[src/rtl/loba_pkg.sv]
// Shared mode encodings and the mode clamp for the LOBA multiplier pipeline.
package loba_pkg;

  localparam logic [1:0] LOBA_M0 = 2'd0;
  localparam logic [1:0] LOBA_M1 = 2'd1;
  localparam logic [1:0] LOBA_M2 = 2'd2;

  function automatic logic [1:0] loba_clamp_mode(input logic [1:0] mode,
                                                 input logic [1:0] max_mode);
    return (mode > max_mode) ? max_mode : mode;
  endfunction

endpackage

[src/rtl/loba_split_seg.sv]
// Leading-one split of an operand into a high W-bit segment and the adjacent low W-bit segment.
module loba_split_seg #(
  parameter int unsigned N  = 16,
  parameter int unsigned W  = 4,
  parameter int unsigned EW = $clog2(N)
) (
  input  logic [N-1:0]  x,
  output logic [W-1:0]  xh,
  output logic [W-1:0]  xl,
  output logic [EW-1:0] eh,
  output logic [EW-1:0] el
);

  logic [EW-1:0] k;
  logic [N-1:0]  mask;

  always_comb begin
    k = '0;
    for (int i = 0; i < N; i++) begin
      if (x[i]) k = EW'(i);
    end
    eh   = (k >= EW'(W - 1)) ? k - EW'(W - 1) : '0;
    el   = (eh >= EW'(W)) ? eh - EW'(W) : '0;
    // Bits strictly below the high segment; empty when eh is zero.
    mask = (N'(1) << eh) - N'(1);
    xh   = W'(x >> eh);
    xl   = W'((x & mask) >> el);
  end

endmodule

[src/rtl/loba_mult_pipe.sv]
// Three-stage LOBA approximate multiplier summing 1, 3 or 4 segment partial products.
module loba_mult_pipe
  import loba_pkg::*;
#(
  parameter int unsigned N        = 16,
  parameter int unsigned W        = 4,
  parameter int unsigned MAX_MODE = 2
) (
  input  logic           clk,
  input  logic           rst_n,
  input  logic           in_valid,
  output logic           in_ready,
  input  logic [N-1:0]   in_a,
  input  logic [N-1:0]   in_b,
  input  logic [1:0]     in_mode,
  output logic           out_valid,
  input  logic           out_ready,
  output logic [2*N-1:0] out_p,
  output logic [1:0]     out_mode
);

  localparam int unsigned EW = $clog2(N);
  localparam int unsigned SW = EW + 1;
  localparam int unsigned PW = 2 * W;
  localparam int unsigned PN = 2 * N;
  localparam logic [1:0] MaxMode = 2'(MAX_MODE);

  logic          adv;
  logic [W-1:0]  a_h, a_l, b_h, b_l;
  logic [EW-1:0] a_eh, a_el, b_eh, b_el;

  logic          v1_q;
  logic [W-1:0]  ah_q, al_q, bh_q, bl_q;
  logic [EW-1:0] eha_q, ela_q, ehb_q, elb_q;
  logic [1:0]    m1_q;

  logic          v2_q;
  logic [PW-1:0] p_hh_q, p_hl_q, p_lh_q, p_ll_q;
  logic [PW-1:0] p_hh_d, p_hl_d, p_lh_d, p_ll_d;
  logic [SW-1:0] s_hh_q, s_hl_q, s_lh_q, s_ll_q;
  logic [SW-1:0] s_hh_d, s_hl_d, s_lh_d, s_ll_d;
  logic [1:0]    m2_q;
  logic [PN-1:0] sum_d;

  // The whole pipe moves in lockstep; a stalled output freezes every stage.
  assign in_ready = !out_valid || out_ready;
  assign adv      = in_ready;

  loba_split_seg #(.N(N), .W(W), .EW(EW)) u_split_a (
    .x  (in_a),
    .xh (a_h),
    .xl (a_l),
    .eh (a_eh),
    .el (a_el)
  );

  loba_split_seg #(.N(N), .W(W), .EW(EW)) u_split_b (
    .x  (in_b),
    .xh (b_h),
    .xl (b_l),
    .eh (b_eh),
    .el (b_el)
  );

  always_comb begin
    p_hh_d = PW'(ah_q) * PW'(bh_q);
    p_hl_d = '0;
    p_lh_d = '0;
    p_ll_d = '0;
    // Constant MAX_MODE guards let synthesis drop unused multipliers.
    if (MAX_MODE >= 1 && m1_q >= LOBA_M1) begin
      p_hl_d = PW'(ah_q) * PW'(bl_q);
      p_lh_d = PW'(al_q) * PW'(bh_q);
    end
    if (MAX_MODE >= 2 && m1_q >= LOBA_M2) begin
      p_ll_d = PW'(al_q) * PW'(bl_q);
    end
    s_hh_d = SW'(eha_q) + SW'(ehb_q);
    s_hl_d = SW'(eha_q) + SW'(elb_q);
    s_lh_d = SW'(ela_q) + SW'(ehb_q);
    s_ll_d = SW'(ela_q) + SW'(elb_q);
    sum_d  = (PN'(p_hh_q) << s_hh_q) + (PN'(p_hl_q) << s_hl_q)
           + (PN'(p_lh_q) << s_lh_q) + (PN'(p_ll_q) << s_ll_q);
  end

  always_ff @(posedge clk) begin
    if (!rst_n) begin
      v1_q      <= 1'b0;
      ah_q      <= '0;
      al_q      <= '0;
      bh_q      <= '0;
      bl_q      <= '0;
      eha_q     <= '0;
      ela_q     <= '0;
      ehb_q     <= '0;
      elb_q     <= '0;
      m1_q      <= LOBA_M0;
      v2_q      <= 1'b0;
      p_hh_q    <= '0;
      p_hl_q    <= '0;
      p_lh_q    <= '0;
      p_ll_q    <= '0;
      s_hh_q    <= '0;
      s_hl_q    <= '0;
      s_lh_q    <= '0;
      s_ll_q    <= '0;
      m2_q      <= LOBA_M0;
      out_valid <= 1'b0;
      out_p     <= '0;
      out_mode  <= LOBA_M0;
    end else if (adv) begin
      v1_q      <= in_valid;
      ah_q      <= a_h;
      al_q      <= a_l;
      bh_q      <= b_h;
      bl_q      <= b_l;
      eha_q     <= a_eh;
      ela_q     <= a_el;
      ehb_q     <= b_eh;
      elb_q     <= b_el;
      m1_q      <= loba_clamp_mode(in_mode, MaxMode);
      v2_q      <= v1_q;
      p_hh_q    <= p_hh_d;
      p_hl_q    <= p_hl_d;
      p_lh_q    <= p_lh_d;
      p_ll_q    <= p_ll_d;
      s_hh_q    <= s_hh_d;
      s_hl_q    <= s_hl_d;
      s_lh_q    <= s_lh_d;
      s_ll_q    <= s_ll_d;
      m2_q      <= m1_q;
      out_valid <= v2_q;
      out_p     <= sum_d;
      out_mode  <= m2_q;
    end
  end

endmodule

[config.mk]
export PLATFORM = sky130hd
export DESIGN_NAME = loba_mult_pipe
export DESIGN_NICKNAME = d
export VERILOG_FILES = /design/src/rtl/loba_pkg.sv /design/src/rtl/loba_split_seg.sv /design/src/rtl/loba_mult_pipe.sv
export SDC_FILE = /design/constraint.sdc
export NUM_CORES = 1
export LEC_CHECK = 0
export CAP_MARGIN = 20
export CORE_MARGIN = 5
export CORE_UTILIZATION = 35
export CTS_CLUSTER_SIZE = 25
export DETAILED_ROUTE_END_ITERATION = 12
export MAX_ROUTING_LAYER = met4
export PLACE_DENSITY_LB_ADDON = 0.1
export SETUP_SLACK_MARGIN = 0.15
export SLEW_MARGIN = 20
export SYNTH_ARGS = -nofsm -noshare
export SYNTH_HDL_FRONTEND = slang
export SYNTH_SLANG_ARGS = --single-unit
[constraint.sdc]
create_clock -name clk -period 6.55 [get_ports clk]
set_clock_uncertainty 0.05 [all_clocks]
set_input_delay 0.9825 -clock clk [delete_from_list [all_inputs] [get_ports clk]]
set_output_delay 0.9825 -clock clk [all_outputs]
set_load 0.01 [all_outputs]
==> impl_results.md, run 1 <==
* Outcome: complete, no violations
* Largest net degree at the start of global routing at ~120
* Yosys warns at 0
* Crit end category: flop
* Commonest cells post-synth: nand2_1 (333), nor2_1 (181), a21oi_1 (167)
* Starting DRC count in detailed routing at a little over 900
* # port buffers at 73
* Grt total ovfl at 0
* Hpwl dp at 39340 um
* Post-synthesis sequential area ratio at 0.1746
* Top-Level Pins at 74
* Synthesized area per cell at roughly 7.3 um2
* Gpl congestion at ~0.93
* Die Ht at 212.3 um
* Total track usage at 0.2301
* Largest cells by area after synthesis: dfxtp_1 (17%), fa_1 (11%), nand2_1 (8.7%), ha_1 (8.6%), a21oi_1 (5.8%)
* Post-route ant nets at 0
* Pint at 1784 uW
* TritonCTS clock tree: built
* Tightest Pin Transition at between 0.9 and 1 ns
* Cell variety after synth at 80
* Via Count at 14122
* Layout cells sized above 1 at 0.05497
* Power density over the cells at between 150 and 200 nW/um2
* Post-CTS resize count at 0
* Core Region at 40650 um2
* Vias in the first global route at between 10000 and 15000
* # DRC at 0
* Cell Rows at 74
* Initial antenna violation count at 2
* Hold_buf cts at 0
* Total Nets Final at between 2000 and 2500
* First-pass GRT wire length at just under 80000 um
* Routed wire per std cell at 20.10 um
* Syn Nets at between 2000 and 2500
* CP Class: reg -> reg
* FMAX at between 150 and 200 MHz
* Synth area leader: dfxtp_1
* Setup crit start kind: flop
* CTS Sinks at ~130
* DIE AREA at 45090 um2
* Share of the synthesized area in the top cell type at 0.1746
* Dpl ws at between 0.6 and 0.7 ns
* Flops & latches, synth at 125
* Sw Pwr at 1183 uW
* Final setup vio count at 0
* Root buffer cell: clkbuf_16
* RSZ-0062 raised after global routing: no
* Endpoints failing hold at 0
* Final Cell Area at between 15000 and 20000 um2
* Initial core utilization at 0.3525
* Slew Limit Fails at 0
* Post-layout min period at 5.791 ns
* Vias per cell at 5.613
* Max cap viols at 0
* Die W at roughly 210 um
* Htree depth at 4
* Most common cell in the netlist: nand2_1
* Logic gate share of total power at 0.361
* Worst VDD drop at 0.1434 mV
* Mapped Area at 14330 um2
* Final wirelength at around 50000 um
* Sequential share of power at 0.326
* Reg clk slew, reported paths at about 0.06 ns
* Crit-path max FO at 15
* Total CTS buffers at 17
* Later-pin clock latency in the skew report at about 0.44 ns
* Number of enable flip-flop cells after synthesis at 0
* Pleak at just under 0.007 uW
* Worst EP arrival at 6.06 ns
* 1st-pass router iterations at 7
* CP required at between 6 and 7 ns
* Sw Ratio at 0.3988
* Post-Place Cell Area at between 15000 and 20000 um2
* Fin worst setup slack at between 0.7 and 0.8 ns
* Layout Area Growth over Synthesis at 12.32%
* Setup TNS at 0 ns
* Ys async rst share at 0
* Top FF cell, synth: dfxtp_1
* Period utilization at 0.8841
* Synth Instances at 1968
* Max_slew headroom at 0.3512
* Clock tree buffer depth at 2
* Clk pwr share at 0.314
* Setup repair bufs after CTS at 0
* Hold Crit Class: reg -> reg
-- logic make-up (layout without fill, tap and decap cells) --
logic type	after synthesis	after routing	synth area share
buf+inv	270	285	0.07256
fa+ha+maj	181	181	0.2010
simple gates	743	743	0.2319
other cells	0	1	0
compound gates	534	534	0.2410
mux	65	65	0.04733
xor+xnor	50	50	0.03152
flops	125	125	0.1746
-- flip-flops by register name (all words and copies together), names as in the netlist, 5 cells and up --
register,count
out_p,32
p_hh_q,8
p_hl_q,8
p_lh_q,8
p_ll_q,8
s_hh_q,5
s_hl_q,5
s_lh_q,5
s_ll_q,5
-- layout make-up --
| class | instances | area, um2 |
|---|---|---|
| Antenna cell | 1 | 2.502 |
| Inverter | 144 | 543.0 |
| Tap cell | 532 | 665.6 |
| Timing Repair Buffer | 109 | 1013 |
| Multi-Input combinational cell | 1573 | 10800 |
| Sequential cell | 125 | 2502 |
| Fill cell | 4331 | 24550 |
| Clock buffer | 18 | 429.2 |
| Clock inverter | 14 | 136.4 |
-- critical path: stages, from the launching register on --
cell,delay (ns)
dfxtp_1,0.65
clkinv_1,0.44
nor2_1,0.54
a21oi_1,0.20
fa_1,0.63
inv_1,0.08
fa_1,0.47
ha_1,0.38
a21o_1,0.21
a21o_1,0.19
a211o_1,0.30
a21o_1,0.16
a211oi_1,0.29
nor3_1,0.10
a2111oi_1,0.57
a21oi_1,0.17
xnor2_1,0.18
o21ai_0,0.08
-- path summary, 6_finish.rpt --
check                                             from                     end  slack [ns]  cells after the start
worst min register to register   out_p[1]$_SDFFE_PN0P_   out_p[1]$_SDFFE_PN0P_        0.40                      2
worst max register to register  s_hh_q[4]$_SDFFE_PN0P_  out_p[31]$_SDFFE_PN0P_        0.76                     17
worst min-delay path             out_p[1]$_SDFFE_PN0P_   out_p[1]$_SDFFE_PN0P_        0.40                      2
worst max-delay path            s_hh_q[4]$_SDFFE_PN0P_  out_p[31]$_SDFFE_PN0P_        0.76                     17
-- per-layer routing --
layer,up-vias,global-route usage,routed length [um]
li1,6887,-,-
met1,6765,0.2987,22640
met2,389,0.3733,24100
met3,81,0.03512,2425
met4,0,0.06908,1421
met5,-,-,0
-- cells in the final DEF (no fill, tap or decap), types with 21 or more instances in the layout --
cell type / Yosys / layout
nand2_1: 333 / 333
nor2_1: 181 / 180
a21oi_1: 167 / 167
inv_1: 137 / 136
dfxtp_1: 125 / 125
o21ai_0: 101 / 101
ha_1: 99 / 99
fa_1: 82 / 82
clkdlybuf4s50_1: 0 / 73
and2_1: 44 / 44
mux2i_1: 43 / 43
nand3_1: 43 / 43
xnor2_1: 38 / 38
nor3_1: 36 / 36
buf_4: 1 / 35
a21o_1: 32 / 32
a22oi_1: 29 / 29
nand2b_1: 28 / 28
o22ai_1: 25 / 25
o211ai_1: 25 / 25
a211oi_1: 24 / 24
mux2_2: 22 / 22
a31oi_1: 21 / 21
-- power groups by stage --
stage          Clock [uW]  Sequential (uW)  Combinational, uW
6_report              931              967               1070
5_1_grt               989              985               1190
3_5_place_dp            0              986               1070
3_3_place_gp            0              984               1070
2_1_floorplan           0              900                761
4_1_cts               955              969               1080
-- per-stage QoR --
step	std cells	util	hold WS [ns]	total power, uW
5_1_grt	2516	0.3960	0.4149	3169
6_report	2516	0.3960	0.3971	2967
4_1_cts	2515	0.3959	0.4007	3000
2_1_floorplan	1968	-	0.3821	1662
3_3_place_gp	2483	0.3819	0.3890	2056
3_5_place_dp	2483	0.3819	0.3921	2053
Power figures use the tool's default switching activity.
==> run 2, diff against run 1 <==
- TNS_END_PERCENT: not set -> 50
==> results of run 2 <==
No change in the layout: final DEF, timing and power equal those of run 1.
==> run 3, diff against run 2 <==
- CAP_MARGIN: 20 -> 40
- SKIP_CTS_REPAIR_TIMING: not set -> 1
==> run 3 against run 2 <==
  * Sequential share of layout area hardly changed
  * Non-clock buffer count is 2 higher
  * Flip-flop and latch count stayed put
  * Largest cell class unchanged
  * Maximum frequency is 0.32% lower
  * Combinational power hardly changed
  * Die area stayed put
  * Sequential power hardly changed
  * Power is 0.57% higher
  * Critical path depth stayed put
  * Wire length is 0.74% higher
  * Final cell count hardly changed
==> impl_results.md, run 3 (same netlist as run 1, synthesis figures left out) <==
* Post-route ant nets at 0 (unchanged)
* Crit path max-delay family: compound AO/OA/AOI/OAI gates (unchanged)
* Pleak at 0.006870 uW (was 0.006834 uW)
* Top reg by flops: out_p (unchanged)
* Worst reg2reg startpoint: s_hh_q[4]$_SDFFE_PN0P_ (unchanged)
* Setup TNS at 0 ns (unchanged)
* Later-pin clock latency in the skew report at 0.44 ns (about the same)
* Reg clk slew, reported paths at 0.06 ns (about the same)
* Dpl ws at 0.6949 ns (was 0.6415 ns)
* Fin worst setup slack at 0.7405 ns (was 0.7591 ns)
* Pint at 1798 uW (was 1784 uW)
* Slew Limit Fails at 0 (unchanged)
* Max cap viols at 0 (unchanged)
* Power density over the cells at 184.9 nW/um2 (was 184.4 nW/um2)
* Worst EP arrival at 6.07 ns (was 6.06 ns)
* Commonest non-fill, non-tap cell in the layout: nand2_1 (unchanged)
* Sw Pwr at 1186 uW (was 1183 uW)
* TritonCTS clock tree: built (unchanged)
* Leading cell types in the layout, fill and taps excluded: nand2_1 (333), nor2_1 (180), a21oi_1 (167), inv_1 (136), dfxtp_1 (125) (unchanged)
* Total Nets Final at 2191 (was 2189)
* Total track usage at 0.2322 (was 0.2301)
* WP buf/inv at 2 (unchanged)
* Gpl congestion at 0.9270 (unchanged)
* Starting DRC count in detailed routing at 853 (was 905)
* Largest register FFs at 32 (unchanged)
* Crit-path max FO at 15 (unchanged)
* Top-Level Pins at 74 (unchanged)
* CP max stage cell: dfxtp_1 (unchanged)
* Post-Place Cell Area at 15560 um2 (was 15520 um2)
* Core Region at 40650 um2 (unchanged)
* Sequential share of power at 0.325 (was 0.326)
* First-pass GRT wire length at 80160 um (was 79100 um)
* Clk pwr share at 0.315 (was 0.314)
* Hold Crit Class: reg -> reg (unchanged)
* Largest net degree at the start of global routing at 123 (unchanged)
* Initial core utilization at 0.3525 (unchanged)
* Sw Ratio at 0.3974 (was 0.3988)
* Vias per cell at 5.614 (was 5.613)
* Max incr delay on CP at 0.65 ns (about the same)
* Root buffer cell: clkbuf_16 (unchanged)
* Final setup vio count at 0 (unchanged)
* Grt total ovfl at 0 (unchanged)
* # DRC at 0 (unchanged)
* Final Cell Area at 16140 um2 (was 16090 um2)
* Pwr Total at 2984 uW (was 2967 uW)
* DIE AREA at 45090 um2 (unchanged)
* FMAX at 172.1 MHz (was 172.7 MHz)
* Final wirelength at 50950 um (was 50580 um)
* Logic gate share of total power at 0.360 (was 0.361)
* Antenna Cells at 0 (was 1)
* Initial antenna violation count at 0 (was 2)
* Crit end category: flop (unchanged)
* Worst hold start: out_p[1]$_SDFFE_PN0P_ (unchanged)
* # port buffers at 73 (unchanged)
* 1st-pass router iterations at 5 (was 7)
* CTS Sinks at 125 (unchanged)
* Htree depth at 4 (unchanged)
* Setup crit start: s_hh_q[4]$_SDFFE_PN0P_ (unchanged)
* Vias in the first global route at 13701 (was 13685)
* Period utilization at 0.8869 (was 0.8841)
* Post-layout min period at 5.809 ns (was 5.791 ns)
* CP dominant cell by count: a21o_1 (unchanged)
* Total CTS buffers at 17 (unchanged)
* Layout Area Growth over Synthesis at 12.62% (was 12.32%)
* Tightest Pin Transition at 0.8349 ns (was 0.9733 ns)
* CP Class: reg -> reg (unchanged)
* Setup crit start kind: flop (unchanged)
* Layout cells sized above 1 at 0.05693 (was 0.05497)
* CP Cell Sequence: clkinv_1 > nor2_1 > a21oi_1 > fa_1 > inv_1 > fa_1 > ha_1 > a21o_1 > a21o_1 > a211o_1 > a21o_1 > a211oi_1 > nor3_1 > a2111oi_1 > a21oi_1 > xnor2_1 > o21ai_0 (unchanged)
* Max_slew headroom at 0.4434 (was 0.3512)
* Hpwl dp at 39560 um (was 39340 um)
* Via Count at 14130 (was 14122)
* Endpoints failing hold at 0 (unchanged)
* Cell Rows at 74 (unchanged)
* Die W at 212.3 um (unchanged)
* RSZ-0062 raised after global routing: no (unchanged)
* Clock tree buffer depth at 2 (unchanged)
* CP required at 6.81 ns (was 6.82 ns)
* Die Ht at 212.3 um (unchanged)
* Outcome: complete, no violations (unchanged)
* Routed wire per std cell at 20.24 um (was 20.10 um)
* Worst VDD drop at 0.1184 mV (was 0.1434 mV)
==> run 3: changes by cell type in the layout (fill, tap and decap cells not counted), sizes merged <==
cell      previous run  this run
buf                 36        38
clkinvlp             5         3
inv                141       143
diode                1         0
==> run 3: layout make-up <==
| class | count | area (um2) |
|---|---|---|
| multi-input cells | 1573 | 10810 |
| repair buffers | 111 | 1046 |
| well taps | 532 | 665.6 |
| clock buffers | 18 | 439.2 |
| flip-flops and latches | 125 | 2502 |
| fillers | 4321 | 24510 |
| clock inverters | 14 | 133.9 |
| inverters | 144 | 543.0 |
==> run 3: metal layers <==
layer | GRT usage | wire length, um
met1 | 0.3095 | 23710
met5 | - | 0
met4 | 0.05341 | 998
met2 | 0.3813 | 24430
met3 | 0.02686 | 1818
==> run 3: worst min-delay path, delay by kind of cell, from the launching register on <==
kind,cells,cell delay (ns)
simple gates,1,0.05
flops,1,0.31
compound gates,1,0.05
==> run 3: power groups by stage <==
stage / combinational (uW) / clock [uW] / sequential, uW
global placement: 1070 / 0 / 984
global route: 1200 / 1000 / 986
detailed placement: 1070 / 0 / 986
floorplan: 761 / 0 / 900
finish: 1080 / 940 / 969
CTS: 1080 / 965 / 969
==> run 3: path summary, 6_finish.rpt <==
| check | slack, ns | end | cells past startpoint |
|---|---|---|---|
| worst max-delay path | 0.74 | out_p[31]$_SDFFE_PN0P_ | 17 |
| worst min-delay path | 0.40 | out_p[1]$_SDFFE_PN0P_ | 2 |
| worst max register to register | 0.74 | out_p[31]$_SDFFE_PN0P_ | 17 |
| worst min register to register | 0.40 | out_p[1]$_SDFFE_PN0P_ | 2 |
==> run 3: per-stage QoR <==
step / util / hold slack (ns) / std cells
final: 0.3970 / 0.3959 / 2517
after global routing: 0.3970 / 0.4159 / 2517
after CTS: 0.3968 / 0.4009 / 2517
after detailed placement: 0.3827 / 0.3925 / 2485
after global placement: 0.3819 / 0.3890 / 2483
after floorplan: - / 0.3821 / 1968
